### src/rtl/wide_add_sequencer.sv
// rtl/wide_add_sequencer.sv - multi-cycle wide adder sequencing word pairs through one CLA
// Optional subtract mode is compiled in with WIDE_ADD_SUB_EN.

module carry_look_ahead_adder #(
  parameter int WIDTH = 32
) (
  input  logic [WIDTH-1:0] in1,
  input  logic [WIDTH-1:0] in2,
  input  logic             carry_in,
  output logic [WIDTH-1:0] sum,
  output logic             carry_out
);

  localparam int GROUPS = (WIDTH + 3) / 4;
  localparam int PW     = GROUPS * 4;

  logic [PW-1:0] g;
  logic [PW-1:0] p;
  logic [PW:0]   c;
  logic [GROUPS:0] gc;

  // 4-bit lookahead groups; group carries chain between groups
  always_comb begin
    g = '0;
    p = '0;
    g[WIDTH-1:0] = in1 & in2;
    p[WIDTH-1:0] = in1 ^ in2;
    c  = '0;
    gc = '0;
    gc[0] = carry_in;
    for (int k = 0; k < GROUPS; k++) begin
      c[4*k]   = gc[k];
      c[4*k+1] = g[4*k] | (p[4*k] & gc[k]);
      c[4*k+2] = g[4*k+1] | (p[4*k+1] & g[4*k])
               | (p[4*k+1] & p[4*k] & gc[k]);
      c[4*k+3] = g[4*k+2] | (p[4*k+2] & g[4*k+1])
               | (p[4*k+2] & p[4*k+1] & g[4*k])
               | (p[4*k+2] & p[4*k+1] & p[4*k] & gc[k]);
      gc[k+1]  = g[4*k+3] | (p[4*k+3] & g[4*k+2])
               | (p[4*k+3] & p[4*k+2] & g[4*k+1])
               | (p[4*k+3] & p[4*k+2] & p[4*k+1] & g[4*k])
               | (p[4*k+3] & p[4*k+2] & p[4*k+1] & p[4*k] & gc[k]);
    end
    c[PW] = gc[GROUPS];
  end

  assign sum       = p[WIDTH-1:0] ^ c[WIDTH-1:0];
  assign carry_out = c[WIDTH];

endmodule

module wide_add_sequencer #(
  parameter int DATA_WIDTH = 32,
  parameter int WORDS      = 4
) (
  input  logic                        clk,
  input  logic                        rst_n,
  input  logic                        start,
  input  logic [DATA_WIDTH*WORDS-1:0] a,
  input  logic [DATA_WIDTH*WORDS-1:0] b,
  input  logic                        cin,
`ifdef WIDE_ADD_SUB_EN
  input  logic                        sub,
`endif
  output logic                        busy,
  output logic                        done,
  output logic [DATA_WIDTH*WORDS-1:0] result,
  output logic                        cout
);

  localparam int W     = DATA_WIDTH * WORDS;
  localparam int IDX_W = (WORDS > 1) ? $clog2(WORDS) : 1;
  localparam logic [IDX_W-1:0] LAST_IDX = IDX_W'(WORDS - 1);

  typedef enum logic [1:0] {
    IDLE = 2'd0,
    RUN  = 2'd1,
    DONE = 2'd2
  } state_t;

  state_t           state;
  logic [W-1:0]     a_reg;
  logic [W-1:0]     b_reg;
  logic [IDX_W-1:0] idx;
  logic             carry_reg;
`ifdef WIDE_ADD_SUB_EN
  logic             sub_reg;
`endif

  logic [DATA_WIDTH-1:0] cla_in1;
  logic [DATA_WIDTH-1:0] cla_in2;
  logic [DATA_WIDTH-1:0] cla_sum;
  logic                  cla_carry_out;

  assign cla_in1 = a_reg[idx*DATA_WIDTH +: DATA_WIDTH];
`ifdef WIDE_ADD_SUB_EN
  // subtraction is a + ~b + 1; the +1 comes from the forced initial carry
  assign cla_in2 = sub_reg ? ~b_reg[idx*DATA_WIDTH +: DATA_WIDTH]
                           :  b_reg[idx*DATA_WIDTH +: DATA_WIDTH];
`else
  assign cla_in2 = b_reg[idx*DATA_WIDTH +: DATA_WIDTH];
`endif

  carry_look_ahead_adder #(
    .WIDTH(DATA_WIDTH)
  ) u_cla (
    .in1      (cla_in1),
    .in2      (cla_in2),
    .carry_in (carry_reg),
    .sum      (cla_sum),
    .carry_out(cla_carry_out)
  );

  always_ff @(posedge clk or negedge rst_n) begin
    if (!rst_n) begin
      state     <= IDLE;
      a_reg     <= '0;
      b_reg     <= '0;
      idx       <= '0;
      carry_reg <= 1'b0;
`ifdef WIDE_ADD_SUB_EN
      sub_reg   <= 1'b0;
`endif
      busy      <= 1'b0;
      done      <= 1'b0;
      result    <= '0;
      cout      <= 1'b0;
    end else begin
      case (state)
        IDLE: begin
          done <= 1'b0;
          if (start) begin
            a_reg <= a;
            b_reg <= b;
            idx   <= '0;
`ifdef WIDE_ADD_SUB_EN
            sub_reg   <= sub;
            carry_reg <= sub ? 1'b1 : cin;
`else
            carry_reg <= cin;
`endif
            busy  <= 1'b1;
            state <= RUN;
          end
        end
        RUN: begin
          result[idx*DATA_WIDTH +: DATA_WIDTH] <= cla_sum;
          carry_reg <= cla_carry_out;
          idx       <= idx + IDX_W'(1);
          if (idx == LAST_IDX) begin
            cout  <= cla_carry_out;
            busy  <= 1'b0;
            done  <= 1'b1;
            state <= DONE;
          end
        end
        DONE: begin
          done  <= 1'b0;
          state <= IDLE;
        end
        default: begin
          busy  <= 1'b0;
          done  <= 1'b0;
          state <= IDLE;
        end
      endcase
    end
  end

endmodule

### config.mk
export PLATFORM = sky130hd
export DESIGN_NAME = wide_add_sequencer
export DESIGN_NICKNAME = d
export VERILOG_FILES = /design/src/rtl/wide_add_sequencer.sv
export SDC_FILE = /design/constraint.sdc
export NUM_CORES = 1
export LEC_CHECK = 0
export BUFFER_PORTS_ARGS = -buffer_cell sky130_fd_sc_hd__buf_4
export CAP_MARGIN = 15
export CORE_ASPECT_RATIO = 0.75
export CORE_MARGIN = 4
export CORE_UTILIZATION = 55
export DETAILED_ROUTE_END_ITERATION = 7
export PLACE_DENSITY_LB_ADDON = 0.3
export SLEW_MARGIN = 20
export SYNTH_ARGS = -nofsm -noshare
export SYNTH_HDL_FRONTEND = slang
export SYNTH_HIERARCHICAL = 1
export SYNTH_SLANG_ARGS = --single-unit
### constraint.sdc
create_clock -name clk -period 4.4 [get_ports clk]
set_input_delay 0.88 -clock clk [delete_from_list [all_inputs] [get_ports clk]]
set_output_delay 0.88 -clock clk [all_outputs]
set_load 0.02 [all_outputs]
## After elaboration in Yosys (flattened, before gate mapping)

Index checks and enable logic that the tools add are counted.

| word-level totals | value |
|---|---|
| logic and storage cells | 252 |
| register bits after elaboration | 392 |
| output and inout bits | 131 |
| input bits | 260 |

| cells by class | value |
|---|---|
| bitwise logic cells | 212 |
| mux-type cells | 13 |
| shifts and indexed selects | 4 |
| $add $sub $neg | 2 |
| eq/ne operators | 5 |
| reductions and logical operators | 7 |

Operators with widths:

| operator | count |
|---|---|
| $shiftx A128 B8 Y32 | 2 |
| $and A1 B1 Y1 | 128 |
| $bwmux W128 | 1 |
| $shift A32 B34 Y128 const A | 1 |
| $shiftx A32 B34 Y128 | 1 |
| $or A1 B1 Y1 | 80 |
| $xor A32 B32 Y32 | 2 |
| $neg A7 Y34 | 1 |
| $and A32 B32 Y32 | 1 |
| $pmux W2 S2 | 2 |
| $reduce_and A2 Y1 | 4 |
| $mux W2 | 3 |
| $mux W1 | 5 |
| $eq A2 B2 Y1 const B | 2 |
| $ne A2 B2 Y1 const B | 2 |
| $pmux W1 S3 | 1 |
| $reduce_and A3 Y1 | 1 |
| $add A2 B1 Y2 const B | 1 |
| $eq A2 B1 Y1 const B | 1 |
| $logic_not A2 Y1 | 1 |
| $pmux W1 S2 | 1 |
| $reduce_bool A2 Y1 | 1 |
| $not A1 Y1 | 1 |

## Longest topological paths before layout

| depth | value |
|---|---|
| depth after elaboration | 24 |
| depth in mapped cells | 15 |
| mapped depth without buffers | 12 |

## Modules after synthesis

Netlist, hierarchy kept.

By module, submodules not included:

| module | instances | cells an instance | sequential area each (sq um) | area each (sq um) |
|---|---|---|---|---|
| wide_add_sequencer | 1 | 1154 | 9809.4 | 16409.5 |
| carry_look_ahead_adder | 1 | 182 | 0.0 | 1511.4 |

## Worst setup path after synthesis

Ideal clock, no wire load.

| timing | value |
|---|---|
| path kind | register to register |
| from | register idx[0] |
| to | register result[61] |
| buffers on the path | 3 |
| library setup time | 83 ps |
| data arrival time | 3731 ps |
| data required time | 4317 ps |
| setup slack | 586 ps |
| stages on the path, launching flop included | 15 |
| clock period less this slack | 3814 ps |
| cells stage by stage | dfrtp_1 > buf_2 > buf_4 > buf_4 > mux4_2 > ha_1 > a211oi_2 > o21ai_2 > a211oi_4 > a211oi_2 > or2_2 > fa_1 > xor2_1 > nand2_1 > o21ai_0 |

| on the way | value |
|---|---|
| elaborated cells on any way between the ends | 206 |
| classes of those cells | add/sub (1); shift (4); mux (1); bitwise (200) |

RTL lines:

| element | RTL line | source |
|---|---|---|
| start: declaration | 84 | `logic [IDX_W-1:0] idx;` |
| start signal: assignment | 149 | `idx <= idx + IDX_W'(1);` |
| $shiftx A128 B8 Y32 * | 95 | `assign cla_in1 = a_reg[idx*DATA_WIDTH +: DATA_WIDTH];` |
| via cla_in1[0] | 90 | `logic [DATA_WIDTH-1:0] cla_in1;` |
| $and A32 B32 Y32 or $xor A32 B32 Y32 (tied branches) | 26, 27 |  |
| $and A1 B1 Y1 (on tied branches) | 41, 42 |  |
| $or A1 B1 Y1 or $and A1 B1 Y1 (tied branches) | 41, 42 |  |
| $or A1 B1 Y1 * | 42 | `\| (p[4*k+3] & p[4*k+2] & p[4*k+1] & p[4*k] & gc[k]);` |
| $and A1 B1 Y1 * | 42 |  |
| $or A1 B1 Y1 * | 42 |  |
| (+8 left out) | n/a |  |
| $and A1 B1 Y1 * | 42 |  |
| $or A1 B1 Y1 * | 42 |  |
| $and A1 B1 Y1 * | 33 | `c[4*k+1] = g[4*k] \| (p[4*k] & gc[k]);` |
| $or A1 B1 Y1 * | 33 |  |
| $xor A32 B32 Y32 * | 47 | `assign sum = p[WIDTH-1:0] ^ c[WIDTH-1:0];` |
| via cla_sum[29] | 92 | `logic [DATA_WIDTH-1:0] cla_sum;` |
| $shiftx A32 B34 Y128 * | 147 | `result[idx*DATA_WIDTH +: DATA_WIDTH] <= cla_sum;` |
| $bwmux W128 * | 147 |  |
| end signal: indexed assignment | 147 |  |
| end: declaration | 67 | `output logic [DATA_WIDTH*WORDS-1:0] result,` |

The timed path passes the listed nets; every way through them passes the cells marked *.
A chain may end at the register's enable or synchronous reset.

## Final worst setup path

| timing | value |
|---|---|
| from | register idx[0] |
| to | register result[61] |

| on the way | value |
|---|---|
| elaborated cells on any way between the ends | 206 |
| classes of those cells | add/sub (1); shift (4); mux (1); bitwise (200) |

RTL lines:

| element | RTL line | source |
|---|---|---|
| $shiftx A128 B8 Y32 * | 95 |  |
| via cla_in1[15] | 90 |  |
| $xor A32 B32 Y32 | 27 | `p[WIDTH-1:0] = in1 ^ in2;` |
| $and A1 B1 Y1 (on tied branches) | n/a |  |
| $or A1 B1 Y1, or another cell as far along | 39 | `gc[k+1] = g[4*k+3] \| (p[4*k+3] & g[4*k+2])` |
| $or A1 B1 Y1, or another cell as far along | 40 | `\| (p[4*k+3] & p[4*k+2] & g[4*k+1])` |
| $or A1 B1 Y1 or $and A1 B1 Y1 (tied branches) | 41, 42 |  |
| $or A1 B1 Y1 * | 42 |  |
| (+4 left out) | n/a |  |
| $and A1 B1 Y1 * | 42 |  |
| $or A1 B1 Y1 * | 42 |  |
| $and A1 B1 Y1 * | 33 |  |
| $or A1 B1 Y1 * | 33 |  |
| $xor A32 B32 Y32 * | 47 |  |
| via cla_sum[29] | 92 |  |
| $shiftx A32 B34 Y128 * | 147 |  |
| $bwmux W128 * | 147 |  |

Marks and branches as above.

==> flow_summary_export.csv <==
group,metric,value,unit
sta,clock_skew,0.01421,ns
setup_path,reg2reg_from,"idx[0]",
setup_path,r2r-end,"result[61]",
sta,slew-limit-headroom,0.4319,
clock_network,hold_buffers,0,
clock_network,post-cts-setup-buffer-count,0,
sta,worst_slew_pin_slew,0.8461,ns
routing,postRouteAntennaNets,0,
finish,drive_gt1_frac,0.4530,
clock_network,worstSkewPairLatency,0.54,ns
synth,yosysMostFrequentCell,"dfrtp_1",
placed_design,place_congestion,0.8689,
routing,firstDrtPassIters,5,
grt,antenna_found_initial,12,
sta,fmax,242.9,MHz
flow_run,max-cap-violations,0,
placed_design,place_ws,0.3003,ns
synth,async_flop_share,1.000,
setup_path,cp-end-kind,"register",
clock_network,cts_max_path_buffers,3,
setup_path,critPathLaunchType,"register",
setup_path,critPathMaxFanout,14,
routing,route.detailed.drc,0,
clock_network,ctsResizeCount,0,
sta,fin_crit_sh,0.9358,
sta,slew_violations,0,
routing,wl,51100,microns
synth,netlist_instances,1336,
synth,synth_warnings,6,
routing,vias,12775,
synth,synth_seq_cells,392,
placed_design,hpwl,37770,microns
floorplan,io_pins,391,
synth,yosysTopAreaCellShare,0.5474,
floorplan,start_util,0.5659,
grt,overflow,0,
clock_network,cts_sinks,392,
grt,grt_pass1_wl,78160,microns
clock_network,clk_pin_slew,0.07,ns
floorplan,die-area,0.03557,sq mm
finish,fin_nets,2026,
grt,grt_pass1_vias,13239,
synth,syn_nets,1641,
sta,postLayoutSetupSlackWorst,0.2825,ns
synth,synth_cell_types,58,
routing,wire_per_inst,23.34,microns
placed_design,port_buffers,390,
grt,grt_start_max_net_pins,103,
sta,tns,0,ns
grt,grt_usage,0.2871,
floorplan,die_h,164.3,microns
routing,detail_route.vias_per_cell,5.833,
floorplan,dieWidth,216.4,microns
setup_path,ff2ff_path_depth,12,
setup_path,path_class,"reg2reg",
run_status,status,"completed",
clock_network,cts_root_buf,"clkbuf_16",
floorplan,core,0.03167,sq mm
clock_network,htreeDepth,2,
synth,yosys-top-cells-count,"dfrtp_1 (392), mux2_2 (223), nand2_1 (203)",
synth,synth_edf_count,0,
clock_network,cts_buffers,40,
synth,avgSynthCellArea,13.41,sq um
finish,syn2layout_area_growth,26.29,%
finish,n_fill_cell,2224,
setup_path,cp.required,4.86,ns
synth,netlist_area,0.01792,sq mm
routing,dr.first_iter.drc_count,1398,
clock_network,cts_tree,"done",
synth,netlist_top_cells_area,"dfrtp_1 (55%), mux2_2 (14%), mux4_2 (8.0%), nand2_1 (4.3%), ha_1 (2.6%)",
setup_path,cp.arrival,4.58,ns
hold_path,min_path_type,"in2async",
sta,setup_viol,0,
synth,yosys_most_used_dff,"dfrtp_1",
floorplan,rows,56,
sta,min_period,4.118,ns
synth,synth_top_area_cell,"dfrtp_1",
synth,ys_seq_area_frac,0.5474,
sta,hold_violations,0,
sta,rsz0062_at_grt,"false",
setup_path,r2r_slack,0.28,ns
[worst max path at each step]
stage | from | to | slack [ns]
6_report | idx[0] | result[61] | 0.28
2_1_floorplan | idx[0] | result[61] | 0.59
3_5_place_dp | idx[0] | result[61] | 0.30
4_1_cts | idx[0] | result[93] | 0.28
5_1_grt | idx[0] | result[93] | 0.02
3_3_place_gp | idx[0] | result[61] | 0.40
[through the flow]
step                cell area, sq um  hold slack, ns  std cells  utilization
floorplan                      17920          0.4524       1336            -
global placement               21320          0.4632       2114       0.6730
detailed placement             21320          0.4724       2114       0.6730
CTS                            22610          0.4343       2181       0.7139
global route                   22630          0.4610       2187       0.7144
finish                         22630          0.3902       2190       0.7146
[placed cells by master (no fill, tap or decap), types with 9 or more instances in the layout]
cell	count
a21oi_1	22
inv_1	16
mux2_2	223
nor2_1	13
mux4_2	64
buf_4	411
diode_2	9
dfrtp_1	390
a22o_1	32
ha_1	37
xor2_1	11
o21ai_1	31
o21ai_0	81
mux2_1	34
buf_12	10
clkbuf_16	41
nand3_1	9
nand2_1	203
[critical path, cell delays in order, from the launching register on]
cell	delay, ns
dfrtp_4	0.61
buf_4	0.22
mux4_2	0.51
ha_1	0.38
a21oi_1	0.30
o21ai_0	0.22
a211oi_4	0.36
a211oi_2	0.16
or2_2	0.34
fa_1	0.38
xor2_1	0.31
nand2_1	0.08
o21ai_0	0.16
[per-layer routing]
| layer | up-vias | track usage | routed length [microns] |
|---|---|---|---|
| met4 | 8 | 0.08462 | 1282 |
| met5 | - | 0 | 68 |
| met1 | 6537 | 0.4208 | 22100 |
| met2 | 554 | 0.4268 | 23030 |
| li1 | 5598 | - | - |
| met3 | 78 | 0.07749 | 4630 |
[area by class of cell]
cell class                      instances  area, sq um  area share
Sequential cell                       392         9817      0.4337
Multi-Input combinational cell        849         7594      0.3355
Timing Repair Buffer                  422         3301      0.1458
Clock buffer                           54         1145     0.05058
Tap cell                              435        544.3     0.02405
Clock inverter                         13        150.1    0.006634
Inverter                               16        60.06    0.002654
Antenna cell                            9        22.52   0.0009951
[kinds of logic (layout without fill, tap and decap cells)]
logic type / Yosys count / count (layout) / share of synthesized area
flip-flops: 392 / 392 / 0.5474
adder cells (fa/ha/maj): 45 / 45 / 0.03477
AND/OR/NAND/NOR: 260 / 260 / 0.06416
buffers and inverters: 95 / 505 / 0.02988
XOR/XNOR: 19 / 19 / 0.009286
AO/OA/AOI/OAI: 203 / 203 / 0.07205
other: 0 / 9 / 0
multiplexers: 322 / 322 / 0.2425
Power is left out: the tool's default activity adds up to more than one toggle a clock period on the data nets, which glitch-free logic cannot reach.
